$ cat src/rtl/or1200_vlx_packer.sv
// VLX bit packer: accumulates variable-length codes, emits bytes MSB-first.
// Optional 0xFF byte stuffing, SPR flush with 1-padding, deferred base write.
module or1200_vlx_packer #(
  parameter int ACC_W    = 32,
  parameter int MAX_BITS = 16,
  parameter int NB_W     = 5,
  parameter int STUFF_EN = 1
) (
  input  logic            clk_i,
  input  logic            rst_i,
  input  logic            set_bit_op_i,
  input  logic [NB_W-1:0] num_bits_to_write_i,
  input  logic [31:0]     dat_i,
  input  logic            ack_i,
  input  logic            spr_cs,
  input  logic            spr_write,
  input  logic [1:0]      spr_addr,
  input  logic [31:0]     spr_dat_i,
  output logic [31:0]     spr_dat_o,
  output logic            stall_cpu_o,
  output logic            store_byte_o,
  output logic [31:0]     vlx_addr_o,
  output logic [31:0]     dat_o
);

  localparam int FW  = $clog2(ACC_W + 1);
  localparam int SW  = $clog2(ACC_W + MAX_BITS + 8) + 1;
  localparam int AW1 = ACC_W + 1;

  logic [ACC_W-1:0] acc_q, acc_d;
  logic [FW-1:0]    fill_q, fill_d;
  logic             store_q, store_d;
  logic             stuff_q, stuff_d;
  logic             flush_q, flush_d;
  logic             apend_q, apend_d;
  logic [7:0]       byte_q, byte_d;
  logic [31:0]      addr_q, addr_d;
  logic [31:0]      aval_q, aval_d;

  logic [SW-1:0]    fill_sum;
  logic             room, busy, accept;
  logic             emit, stuff_go, pad;
  logic             wr_base, wr_flush, fill_ge8;
  logic [NB_W-1:0]  sh;
  logic [ACC_W-1:0] ins;
  logic [2:0]       pad_n;
  logic [7:0]       emit_byte;

  always_comb begin
    fill_ge8  = fill_q >= FW'(8);
    busy      = store_q | stuff_q | flush_q | fill_ge8;
    fill_sum  = SW'(fill_q) + SW'(num_bits_to_write_i);
    room      = fill_sum <= SW'(ACC_W);
    accept    = set_bit_op_i & room & ~flush_q;
    pad_n     = 3'd0 - fill_q[2:0];
    pad       = flush_q & (pad_n != 3'd0);
    emit      = ~store_q & ~stuff_q & fill_ge8;
    stuff_go  = ~store_q & stuff_q;
    wr_base   = spr_cs & spr_write & spr_addr[1];
    wr_flush  = spr_cs & spr_write & (spr_addr == 2'b01)
              & spr_dat_i[0];
    emit_byte = 8'(acc_q >> (fill_q - FW'(8)));

    // Code insert and flush padding share one shifter
    sh = '0;
    if (accept) sh = num_bits_to_write_i;
    else if (pad) sh = NB_W'(pad_n);
    ins = ACC_W'((AW1'(1) << sh) - AW1'(1));
    if (accept) ins = ins & ACC_W'(dat_i);

    acc_d  = (acc_q << sh) | ins;
    fill_d = fill_q + FW'(sh) - (emit ? FW'(8) : FW'(0));

    store_d = store_q;
    byte_d  = byte_q;
    stuff_d = stuff_q;
    addr_d  = addr_q;
    aval_d  = aval_q;
    apend_d = apend_q;
    flush_d = flush_q;

    if (store_q & ack_i) begin
      store_d = 1'b0;
      addr_d  = addr_q + 32'd1;
    end
    if (stuff_go) begin
      store_d = 1'b1;
      byte_d  = 8'h00;
      stuff_d = 1'b0;
    end else if (emit) begin
      store_d = 1'b1;
      byte_d  = emit_byte;
      if (STUFF_EN != 0 && emit_byte == 8'hFF)
        stuff_d = 1'b1;
    end

    if (flush_q & (fill_q == '0) & ~store_q & ~stuff_q)
      flush_d = 1'b0;
    if (wr_flush) flush_d = 1'b1;

    if (apend_q & ~busy) begin
      addr_d  = aval_q;
      apend_d = 1'b0;
    end
    if (wr_base) begin
      if (~busy) begin
        addr_d  = spr_dat_i;
        apend_d = 1'b0;
      end else begin
        aval_d  = spr_dat_i;
        apend_d = 1'b1;
      end
    end
  end

  always_ff @(posedge clk_i or posedge rst_i) begin
    if (rst_i) begin
      acc_q   <= '0;
      fill_q  <= '0;
      store_q <= 1'b0;
      stuff_q <= 1'b0;
      flush_q <= 1'b0;
      apend_q <= 1'b0;
      byte_q  <= '0;
      addr_q  <= '0;
      aval_q  <= '0;
    end else begin
      acc_q   <= acc_d;
      fill_q  <= fill_d;
      store_q <= store_d;
      stuff_q <= stuff_d;
      flush_q <= flush_d;
      apend_q <= apend_d;
      byte_q  <= byte_d;
      addr_q  <= addr_d;
      aval_q  <= aval_d;
    end
  end

  assign stall_cpu_o  = (set_bit_op_i & ~(room & ~flush_q))
                      | flush_q | apend_q | (wr_base & busy);
  assign spr_dat_o    = spr_addr[1] ? addr_q
                      : {24'h0, busy, 7'(fill_q)};
  assign store_byte_o = store_q;
  assign vlx_addr_o   = addr_q;
  assign dat_o        = {24'h0, byte_q};

endmodule

$ cat config.mk
export PLATFORM = sky130hd
export DESIGN_NAME = or1200_vlx_packer
export DESIGN_NICKNAME = d
export VERILOG_FILES = /design/src/rtl/or1200_vlx_packer.sv
export SDC_FILE = /design/constraint.sdc
export NUM_CORES = 1
export LEC_CHECK = 0
export ABC_AREA = 1
export CORE_MARGIN = 1
export CORE_UTILIZATION = 34
export DETAILED_ROUTE_END_ITERATION = 10
export DONT_BUFFER_PORTS = 1
export PLACE_DENSITY_LB_ADDON = 0.1
export SYNTH_ARGS = -nofsm -noshare
export SYNTH_HDL_FRONTEND = slang
export SYNTH_SLANG_ARGS = --single-unit
$ cat constraint.sdc
create_clock -name clk_i -period 4.96 [get_ports clk_i]
set_input_delay 0.992 -clock clk_i [delete_from_list [all_inputs] [get_ports clk_i]]
set_output_delay 0.992 -clock clk_i [all_outputs]
set_load 0.01 [all_outputs]
==> flow_summary.json <==
{
  "leakagePower_nw": 5.429,
  "min_path_cells": 2,
  "clkPwrFrac_pct": 14.6,
  "nets": 1607,
  "clockBufferDepth": 2,
  "syn2layout_area_growth_pct": 7.311,
  "setup.worst_path.end_class": "flop",
  "ys_seq_area_share_pct": 28.01,
  "cts_inserted_buffers": 17,
  "finalClockSkew_ns": 0.01300,
  "dpl.hpwl_microns": 26070,
  "setup_slack_ns": 0.6687,
  "postCtsSetupBuffers": 0,
  "async_flop_share_pct": 100.0,
  "reg2reg_slack_ns": 0.81,
  "clock.fmax_mhz": 233.0,
  "synth_common_cells": "502 x nand2_1, 135 x inv_1, 131 x o21ai_0, 114 x dfrtp_1, 97 x nor2_1",
  "min_period_over_period_pct": 86.52,
  "worst_pin_slew_ns": 0.8418,
  "yosys_warnings": 0,
  "hold_path.class": "reg2reg",
  "startpoint_type": "input port",
  "coreArea_sq_um": 29090,
  "synth_area_leaders": "dfrtp_1 28%, nand2_1 19%, o21ai_0 6.4%",
  "ys_ff_latch": 114,
  "synth-edff-count": 0,
  "ys.flop_type": "dfrtp_1",
  "die_x_microns": 175.1,
  "rows": 62,
  "wl_per_cell_microns": 18.24,
  "cts_hold_buf": 0,
  "finalCriticalPeriod_ns": 4.291,
  "combPwrFrac_pct": 66.8,
  "finalSetupViolCount": 0,
  "die_h_microns": 175.1,
  "die_area_sq_um": 30650,
  "drive_gt1_share_pct": 8.721,
  "antenna_cells": 0,
  "post_cts_resize_count": 0,
  "clk_pin_slew_ns": 0.06,
  "cts_tree": "yes",
  "finalHoldViolations": 0,
  "clkSinkCount": 114,
  "crit_type": "in2reg",
  "critPathMaxFanout": 12,
  "arrival_ns": 4.60,
  "vias": 9933,
  "dp.cells": 1877,
  "drtIter0Drc": 966,
  "drc_errors": 0,
  "grtUsageTotal_pct": 23.03,
  "power.total_w": 0.009906,
  "swShare_pct": 55.80,
  "grt_max_degree": 58,
  "regArea_sq_um": 2853,
  "portBuffers": 0,
  "start_util_pct": 35.01,
  "root_buffer": "clkbuf_16",
  "antenna_found_initial": 0,
  "ys_types": 56,
  "irDropWorstVdd_mv": 0.4594,
  "min-delay-start": "aval_q[27]",
  "post-place-ws_ns": 0.2849,
  "slew_violations": 0,
  "cp_data_required_time_ns": 5.27,
  "grt-ovfl-total": 0,
  "yosysMostFrequentCell": "nand2_1",
  "synth_top_area_share_pct": 28.01,
  "avgSynthCellArea_sq_um": 6.532,
  "grt_pass1_wl_microns": 54540,
  "fill_cells": 3169,
  "p_int_w": 0.004379,
  "slowest_delay_ns": 0.66,
  "yosysTopAreaCell": "dfrtp_1",
  "detail_route.vias_per_cell": 5.203,
  "insertion_delay_ns": 0.43,
  "worstReg2RegEnd": "acc_q[28]",
  "cts_max_level": 4,
  "holdWs_ns": 0.4664,
  "finalNonFillerCells": 1909,
  "rsz0062_at_grt": "no",
  "max_cap_viol_count": 0,
  "grt_pass1_vias": 9569,
  "multiInputGateArea_sq_um": 6188,
  "run_status": "completed",
  "cp_slowest_cell": "nor2_2",
  "worstRegToRegCells": 22,
  "r2r_start": "fill_q[3]",
  "setup_tns_ns": 0,
  "p_seq_share_pct": 18.6,
  "ant_nets": 0,
  "drt_first_pass_iters": 5,
  "syn_area_sq_um": 10180,
  "p_switching_w": 0.005527,
  "wirelength_microns": 34820,
  "slew_headroom_pct": 43.82,
  "ioPinCount": 175,
  "min_to": "aval_q[27]",
  "cpMostUsedCell": "nand2_1",
  "gp_congestion": 0.9132,
  "power_density_nw_per_um2": 906.4,
  "synthesis.instances": 1559
}
[cell families after synthesis]
kind of cell / after synthesis / synth area share (%)
AND/OR/NAND/NOR: 827 / 37.03
AO/OA/AOI/OAI: 292 / 16.23
buffers and inverters: 260 / 12.11
flip-flops: 114 / 28.01
XOR/XNOR: 33 / 2.838
adder cells (fa/ha/maj): 18 / 2.359
multiplexers: 14 / 1.376
other: 1 / 0.03682
[layer usage]
| layer | track usage (%) | share of wire (%) | vias up |
|---|---|---|---|
| met3 | 5.200 | 6.2 | 30 |
| met1 | 29.76 | 44 | 4614 |
| met4 | 5.217 | 1.3 | 0 |
| met5 | 0 | 0 | - |
| met2 | 38.86 | 48 | 274 |
| li1 | - | - | 5015 |
[through the flow]
stage	area, sq um	util [%]
2_1_floorplan	10270	-
3_3_place_gp	10250	35.25
3_5_place_dp	10250	35.25
4_1_cts	10930	37.57
5_1_grt	10930	37.57
6_report	10930	37.57
[critical path: cells and delay by family]
family	cells	cell delay, ns
fa+ha+maj	3	0.87
buf+inv	2	0.18
simple gates	20	2.55
[final cells by class]
type	count	area share, %
Multi-Input combinational cell	1208	56.63
Sequential cell	114	26.10
Tap cell	384	4.397
Inverter	148	5.129
Clock buffer	19	4.145
Timing Repair Buffer	23	1.580
Clock inverter	13	2.015
[worst max-delay path by stage]
stage	from	to	slack, ns	depth (start not counted)
2_1_floorplan	num_bits_to_write_i[0]	fill_q[5]	0.71	22
5_1_grt	num_bits_to_write_i[0]	acc_q[20]	0.29	25
3_5_place_dp	num_bits_to_write_i[0]	acc_q[28]	0.28	25
6_report	num_bits_to_write_i[0]	acc_q[28]	0.67	25
3_3_place_gp	num_bits_to_write_i[0]	acc_q[26]	0.34	25
4_1_cts	num_bits_to_write_i[0]	acc_q[28]	0.73	25
[flip-flops by register name, summed over array words and instances, names as in the netlist]
name,flops
acc_q,32
aval_q,32
vlx_addr_o,32
byte_q,8
fill_q,6
apend_q,1
flush_q,1
store_byte_o,1
stuff_q,1
[layout by cell type (no fill, tap or decap), drive strengths merged, types with 8 or more instances in the layout]
cell type | netlist | layout
a21oi | 32 | 32
a31oi | 20 | 20
buf | 71 | 23
clkbuf | 41 | 19
conb | 1 | 24
dfrtp | 114 | 114
ha | 16 | 16
inv | 145 | 149
mux2i | 14 | 14
nand2 | 516 | 516
nand3 | 100 | 100
nand4 | 48 | 48
nor2 | 109 | 109
nor3 | 20 | 20
o2111ai | 8 | 8
o211ai | 24 | 24
o21ai | 183 | 183
o22ai | 13 | 13
or2 | 18 | 18
xnor2 | 14 | 14
xor2 | 19 | 19
[power by group through the flow]
stage	Sequential (W)	Clock, W	Combinational, W
after global placement	0.00187	0	0.00654
after CTS	0.00185	0.00147	0.00659
after global routing	0.00190	0.00150	0.00745
after floorplan	0.00165	0	0.00524
after detailed placement	0.00186	0	0.00656
final	0.00185	0.00144	0.00662
(Power assumes the default switching activity.)
